<file path="src/rtl/edge_pulse_pkg.sv">
// edge_pulse_pkg: shared edge-mode encoding and debounce counter sizing
package edge_pulse_pkg;

    typedef enum logic [1:0] {
        EDGE_OFF  = 2'b00,
        EDGE_RISE = 2'b01,
        EDGE_FALL = 2'b10,
        EDGE_BOTH = 2'b11
    } edge_mode_t;

    function automatic int cnt_width(input int debounce_cycles);
        return $clog2(debounce_cycles + 1);
    endfunction

endpackage

</file>
<file path="src/rtl/edge_pulse_channel.sv">
// edge_pulse_channel: one synchronised, debounced edge detector with sticky pending flag
module edge_pulse_channel
    import edge_pulse_pkg::*;
#(
    parameter int SYNC_STAGES     = 2,
    parameter int DEBOUNCE_CYCLES = 16
) (
    input  logic       clk,
    input  logic       rst_n,
    input  logic       raw,
    input  edge_mode_t mode,
    input  logic       ack,
    output logic       pulse,
    output logic       level,
    output logic       event_pending
);

    localparam int CW = cnt_width(DEBOUNCE_CYCLES);
    localparam logic [CW-1:0] LAST = CW'(DEBOUNCE_CYCLES - 1);

    logic [SYNC_STAGES-1:0] sync;
    logic [CW-1:0]          cnt;
    logic                   s;
    logic                   accept;
    logic                   fire;

    assign s      = sync[SYNC_STAGES-1];
    assign accept = (s != level) && (cnt == LAST);
    // mode is only looked at on the accepting edge, so it may change freely while counting
    assign fire   = accept && (s ? (mode == EDGE_RISE || mode == EDGE_BOTH)
                                 : (mode == EDGE_FALL || mode == EDGE_BOTH));

    // shift the raw input through the synchroniser chain
    always_ff @(posedge clk or negedge rst_n) begin
        if (!rst_n) sync <= '0;
        else        sync <= {sync[SYNC_STAGES-2:0], raw};
    end

    // count consecutive cycles of disagreement; accept the new level on the last one
    always_ff @(posedge clk or negedge rst_n) begin
        if (!rst_n) begin
            cnt   <= '0;
            level <= 1'b0;
        end else if (s == level) begin
            cnt <= '0;
        end else if (accept) begin
            cnt   <= '0;
            level <= s;
        end else begin
            cnt <= cnt + 1'b1;
        end
    end

    // one-cycle pulse on a qualifying accept; pending holds until acked, a new pulse beats the ack
    always_ff @(posedge clk or negedge rst_n) begin
        if (!rst_n) begin
            pulse         <= 1'b0;
            event_pending <= 1'b0;
        end else begin
            pulse         <= fire;
            event_pending <= fire | (event_pending & ~ack);
        end
    end

endmodule

</file>
<file path="src/rtl/edge_pulse_bank.sv">
// edge_pulse_bank: bank of independent debounced edge-pulse channels
module edge_pulse_bank
    import edge_pulse_pkg::*;
#(
    parameter int CHANNELS        = 4,
    parameter int SYNC_STAGES     = 2,
    parameter int DEBOUNCE_CYCLES = 16
) (
    input  logic                  clk,
    input  logic                  rst_n,
    input  logic [CHANNELS-1:0]   input_signal,
    input  logic [2*CHANNELS-1:0] edge_mode,
    input  logic [CHANNELS-1:0]   event_ack,
    output logic [CHANNELS-1:0]   pulse,
    output logic [CHANNELS-1:0]   level,
    output logic [CHANNELS-1:0]   event_pending,
    output logic                  any_pulse
);

    if (CHANNELS < 1) begin : g_bad_channels
        $error("edge_pulse_bank: CHANNELS must be >= 1");
    end
    if (SYNC_STAGES < 2) begin : g_bad_sync
        $error("edge_pulse_bank: SYNC_STAGES must be >= 2");
    end
    if (DEBOUNCE_CYCLES < 1) begin : g_bad_debounce
        $error("edge_pulse_bank: DEBOUNCE_CYCLES must be >= 1");
    end

    for (genvar i = 0; i < CHANNELS; i++) begin : g_ch
        edge_pulse_channel #(
            .SYNC_STAGES    (SYNC_STAGES),
            .DEBOUNCE_CYCLES(DEBOUNCE_CYCLES)
        ) u_ch (
            .clk          (clk),
            .rst_n        (rst_n),
            .raw          (input_signal[i]),
            .mode         (edge_mode_t'(edge_mode[2*i +: 2])),
            .ack          (event_ack[i]),
            .pulse        (pulse[i]),
            .level        (level[i]),
            .event_pending(event_pending[i])
        );
    end

    assign any_pulse = |pulse;

endmodule

</file>
<file path="config.mk">
export PLATFORM = sky130hd
export DESIGN_NAME = edge_pulse_bank
export DESIGN_NICKNAME = d
export VERILOG_FILES = /design/src/rtl/edge_pulse_pkg.sv /design/src/rtl/edge_pulse_channel.sv /design/src/rtl/edge_pulse_bank.sv
export SDC_FILE = /design/constraint.sdc
export NUM_CORES = 1
export LEC_CHECK = 0
export CAP_MARGIN = 20
export CORE_ASPECT_RATIO = 0.75
export CORE_UTILIZATION = 30
export DETAILED_ROUTE_END_ITERATION = 7
export MAX_ROUTING_LAYER = met4
export PLACE_DENSITY_LB_ADDON = 0.2
export SLEW_MARGIN = 20
export SYNTH_ARGS = -nofsm -noshare
export SYNTH_HDL_FRONTEND = slang
export SYNTH_SLANG_ARGS = --single-unit
export TNS_END_PERCENT = 1
</file>
<file path="constraint.sdc">
create_clock -name clk -period 4.12 [get_ports clk]
set_clock_uncertainty 0.1 [all_clocks]
set_input_delay 0.824 -clock clk [delete_from_list [all_inputs] [get_ports clk]]
set_output_delay 0.824 -clock clk [all_outputs]
set_load 0.01 [all_outputs]
</file>
==> flow_metrics.tcl <==
set metrics [dict create \
    synthTopCellsByCount "40 x dfrtp_1, 17 x nor2_1, 12 x buf_4" \
    cts_tree "done" \
    setup_viol 0 \
    drc 2 \
    fin_setup_tns_ns 0 \
    yosysWarningCount 0 \
    synth_async_sr_flop_share 1.000 \
    drt_wl_total_mm 2.659 \
    status "finished with violations" \
    ys_types 23 \
    maxCapViolations 0 \
    synth-seq-cells 40 \
    io_pins 31 \
    fp.dieH_um 66.36 \
    post_cts_buffers 0 \
    netlist_instances 135 \
    crit_fanout 2 \
    fin_area_sq_mm 0.002046 \
    use_met3 0.05618 \
    drt-wirelength-per-cell_um 11.27 \
    die_w_um 87.81 \
    ir_drop_mv 0.1320 \
    grt_use_met2 0.1773 \
    arrival_ns 1.65 \
    fin_cells 236 \
    port-buffer-count 30 \
    core_sq_mm 0.005324 \
    num_rows 23 \
    dp_cells 228 \
    required_ns 3.20 \
    fin_util 0.3843 \
    grt_antenna_before_repair 0 \
    worst_path_largest_cell_delay_ns 0.51 \
    netlist_area_sq_mm 0.001657 \
    syn-num-nets 157 \
    setup.worst_path.class "reg2out" \
    yosysTopAreaCell "dfrtp_1" \
    synth_edf_count 0 \
    cts_sinks 40 \
    violations "design-rule violations" \
    worst_pin_slew_ns 0.8658 \
    cts_max_level 2 \
    p_per_area_mw_per_mm2 354.5 \
    detail-route-antenna-nets 0 \
    vias 1008 \
    yosys.cell_count.top_type "dfrtp_1" \
    grt_setup_unrepaired "no" \
    cts_root_buf "clkbuf_8" \
    globalRouteTotalUtil 0.1113 \
    grt_pass1_vias 1017 \
    avgSynthCellArea_sq_um 12.27 \
    synth_flop_cell "dfrtp_1" \
    dpl_cell_area_sq_mm 0.001956 \
    synthTopCellsByArea "dfrtp_1 60%, buf_4 5.4%, xnor2_1 4.2%" \
    drive_above_1_share 0.08696 \
    cts_resized 0 \
    crit_chain "or4_1 -> clkdlybuf4s50_1" \
    path_buf_inv 1 \
    n_antenna_cell 0 \
    cts-buffers-inserted 5 \
    path_clk_slew_ns 0.07 \
    cts_hold_buf 0 \
    clock_latency_ns 0.28 \
    relSlewSlack 0.4228 \
    fin_crit_sh 0.6247 \
    busiest_layer "met2" \
    layout-area-overhead-vs-synth_pct 23.49 \
    start_util 0.3112 \
    hold_violations 0 \
    p_leak_nw 0.9689 \
    cp_slowest_cell "or4_1" \
    layout_min_cycle_time_ns 2.574 \
    clockBufferDepth 2 \
    drtIter0Drc 16 \
    finish.net_count 182 \
    hpwl_mm 2.025 \
    grt_max_degree 41 \
    max_freq_mhz 388.5 \
    power_uw 725.2 \
    slew_viol_final 0 \
    cp-start-kind "flop" \
    place_congestion 0.7077 \
    cp-end-kind "output pin" \
    routed_via_density 4.271 \
    ys_seq_area_frac 0.6042 \
    hold_class "reg2reg" \
    fill_cells 498 \
    grt_pass1_wl_mm 4.512 \
    grt_util_met1 0.1234 \
    grt_remaining_overflow 0 \
    critical-path-top-delay-family "simple AND/OR/NAND/NOR gates" \
    drt_first_pass_iters 7 \
    synth_top_area_frac 0.6042 \
    die-area_sq_mm 0.005826 \
]
[worst register-to-register path, stage by stage, from the launching register on]
cell and delay [ns]:
dfrtp_1 0.39, ha_1 0.24, and4b_1 0.28, mux2_2 0.34
[power breakdown]
group	total (mW)	switching, mW	internal [mW]
Combinational	0.0518	0.0239	0.0280
Sequential	0.419	0.0121	0.407
Clock	0.255	0.118	0.136
[metrics by stage]
step	setup slack (ns)	hold WS, ns
5_1_grt	1.465	0.2592
6_report	1.546	0.2492
3_3_place_gp	1.856	0.2373
3_5_place_dp	1.844	0.2347
2_1_floorplan	2.277	0.2312
4_1_cts	1.527	0.2520
[sequential cells by signal (all words and copies together), names as in the netlist]
name	count
g_ch.u_ch.pulse	4
g_ch.u_ch.event_pending	4
g_ch.u_ch.sync	8
g_ch.u_ch.level	4
g_ch.u_ch.cnt	20
[layout by cell type, fill, tap and decap left out]
| cell | netlist | layout |
|---|---|---|
| dfrtp_1 | 40 | 40 |
| clkdlybuf4s50_1 | 0 | 29 |
| nor2_1 | 17 | 17 |
| xnor2_1 | 8 | 8 |
| nand3_1 | 7 | 7 |
| xor2_1 | 7 | 7 |
| inv_1 | 7 | 7 |
| clkbuf_8 | 0 | 6 |
| mux2i_1 | 4 | 4 |
| mux2_2 | 4 | 4 |
| ha_1 | 4 | 4 |
| nand2_1 | 3 | 3 |
| o21ai_0 | 3 | 3 |
| nor4_2 | 3 | 3 |
| a21o_1 | 3 | 3 |
| and3_1 | 3 | 3 |
| nand2b_1 | 2 | 2 |
| a31oi_1 | 2 | 2 |
| clkbuf_1 | 0 | 2 |
| nand4b_1 | 1 | 1 |
| and2_1 | 1 | 1 |
| and4b_1 | 1 | 1 |
| nor3_1 | 1 | 1 |
| or4_1 | 1 | 1 |
| o22ai_1 | 1 | 1 |
| buf_2 | 0 | 1 |
[final timing paths]
path | startpoint | end | slack, ns | cells past startpoint
min in group asynchronous | rst_n | g_ch[3].u_ch.sync[0]$_DFF_PN0_ | 0.56 | 1
max in group asynchronous | rst_n | g_ch[1].u_ch.level$_DFFE_PN0P_ | 2.82 | 1
worst max-delay path | g_ch[1].u_ch.pulse$_DFF_PN0_ | any_pulse | 1.55 | 2
worst min register to register | g_ch[0].u_ch.sync[0]$_DFF_PN0_ | g_ch[0].u_ch.sync[1]$_DFF_PN0_ | 0.25 | 0
worst max register to register | g_ch[3].u_ch.cnt[0]$_DFF_PN0_ | g_ch[3].u_ch.level$_DFFE_PN0P_ | 2.65 | 3
worst min-delay path | g_ch[0].u_ch.sync[0]$_DFF_PN0_ | g_ch[0].u_ch.sync[1]$_DFF_PN0_ | 0.25 | 0
[routing by layer]
| metal | share of wire | up-vias |
|---|---|---|
| li1 | - | 492 |
| met1 | 0.45 | 485 |
| met2 | 0.49 | 29 |
| met3 | 0.055 | 2 |
| met4 | 0.0053 | 0 |
| met5 | 0 | - |
[final cells by class]
cell class                      count  area [sq um]  area share
Clock buffer                        8         90.09     0.04404
Inverter                            7         26.28     0.01284
Multi-Input combinational cell     76         539.3      0.2636
Sequential cell                    40          1001      0.4893
Tap cell                           75         93.84     0.04587
Timing Repair Buffer               30         295.3      0.1443
[cell families (layout without fill, tap and decap cells)]
group | after synthesis | count (layout) | share of synthesized area
AOI/OAI and AO/OA | 9 | 9 | 0.03399
muxes | 8 | 8 | 0.05136
buffers and inverters | 19 | 45 | 0.07025
xor gates and xnor gates | 15 | 15 | 0.07931
adders and majority gates | 4 | 4 | 0.03021
DFF | 40 | 40 | 0.6042
and+or+nand+nor | 40 | 40 | 0.1307
Note: power is estimated with default switching activity, not from simulation.
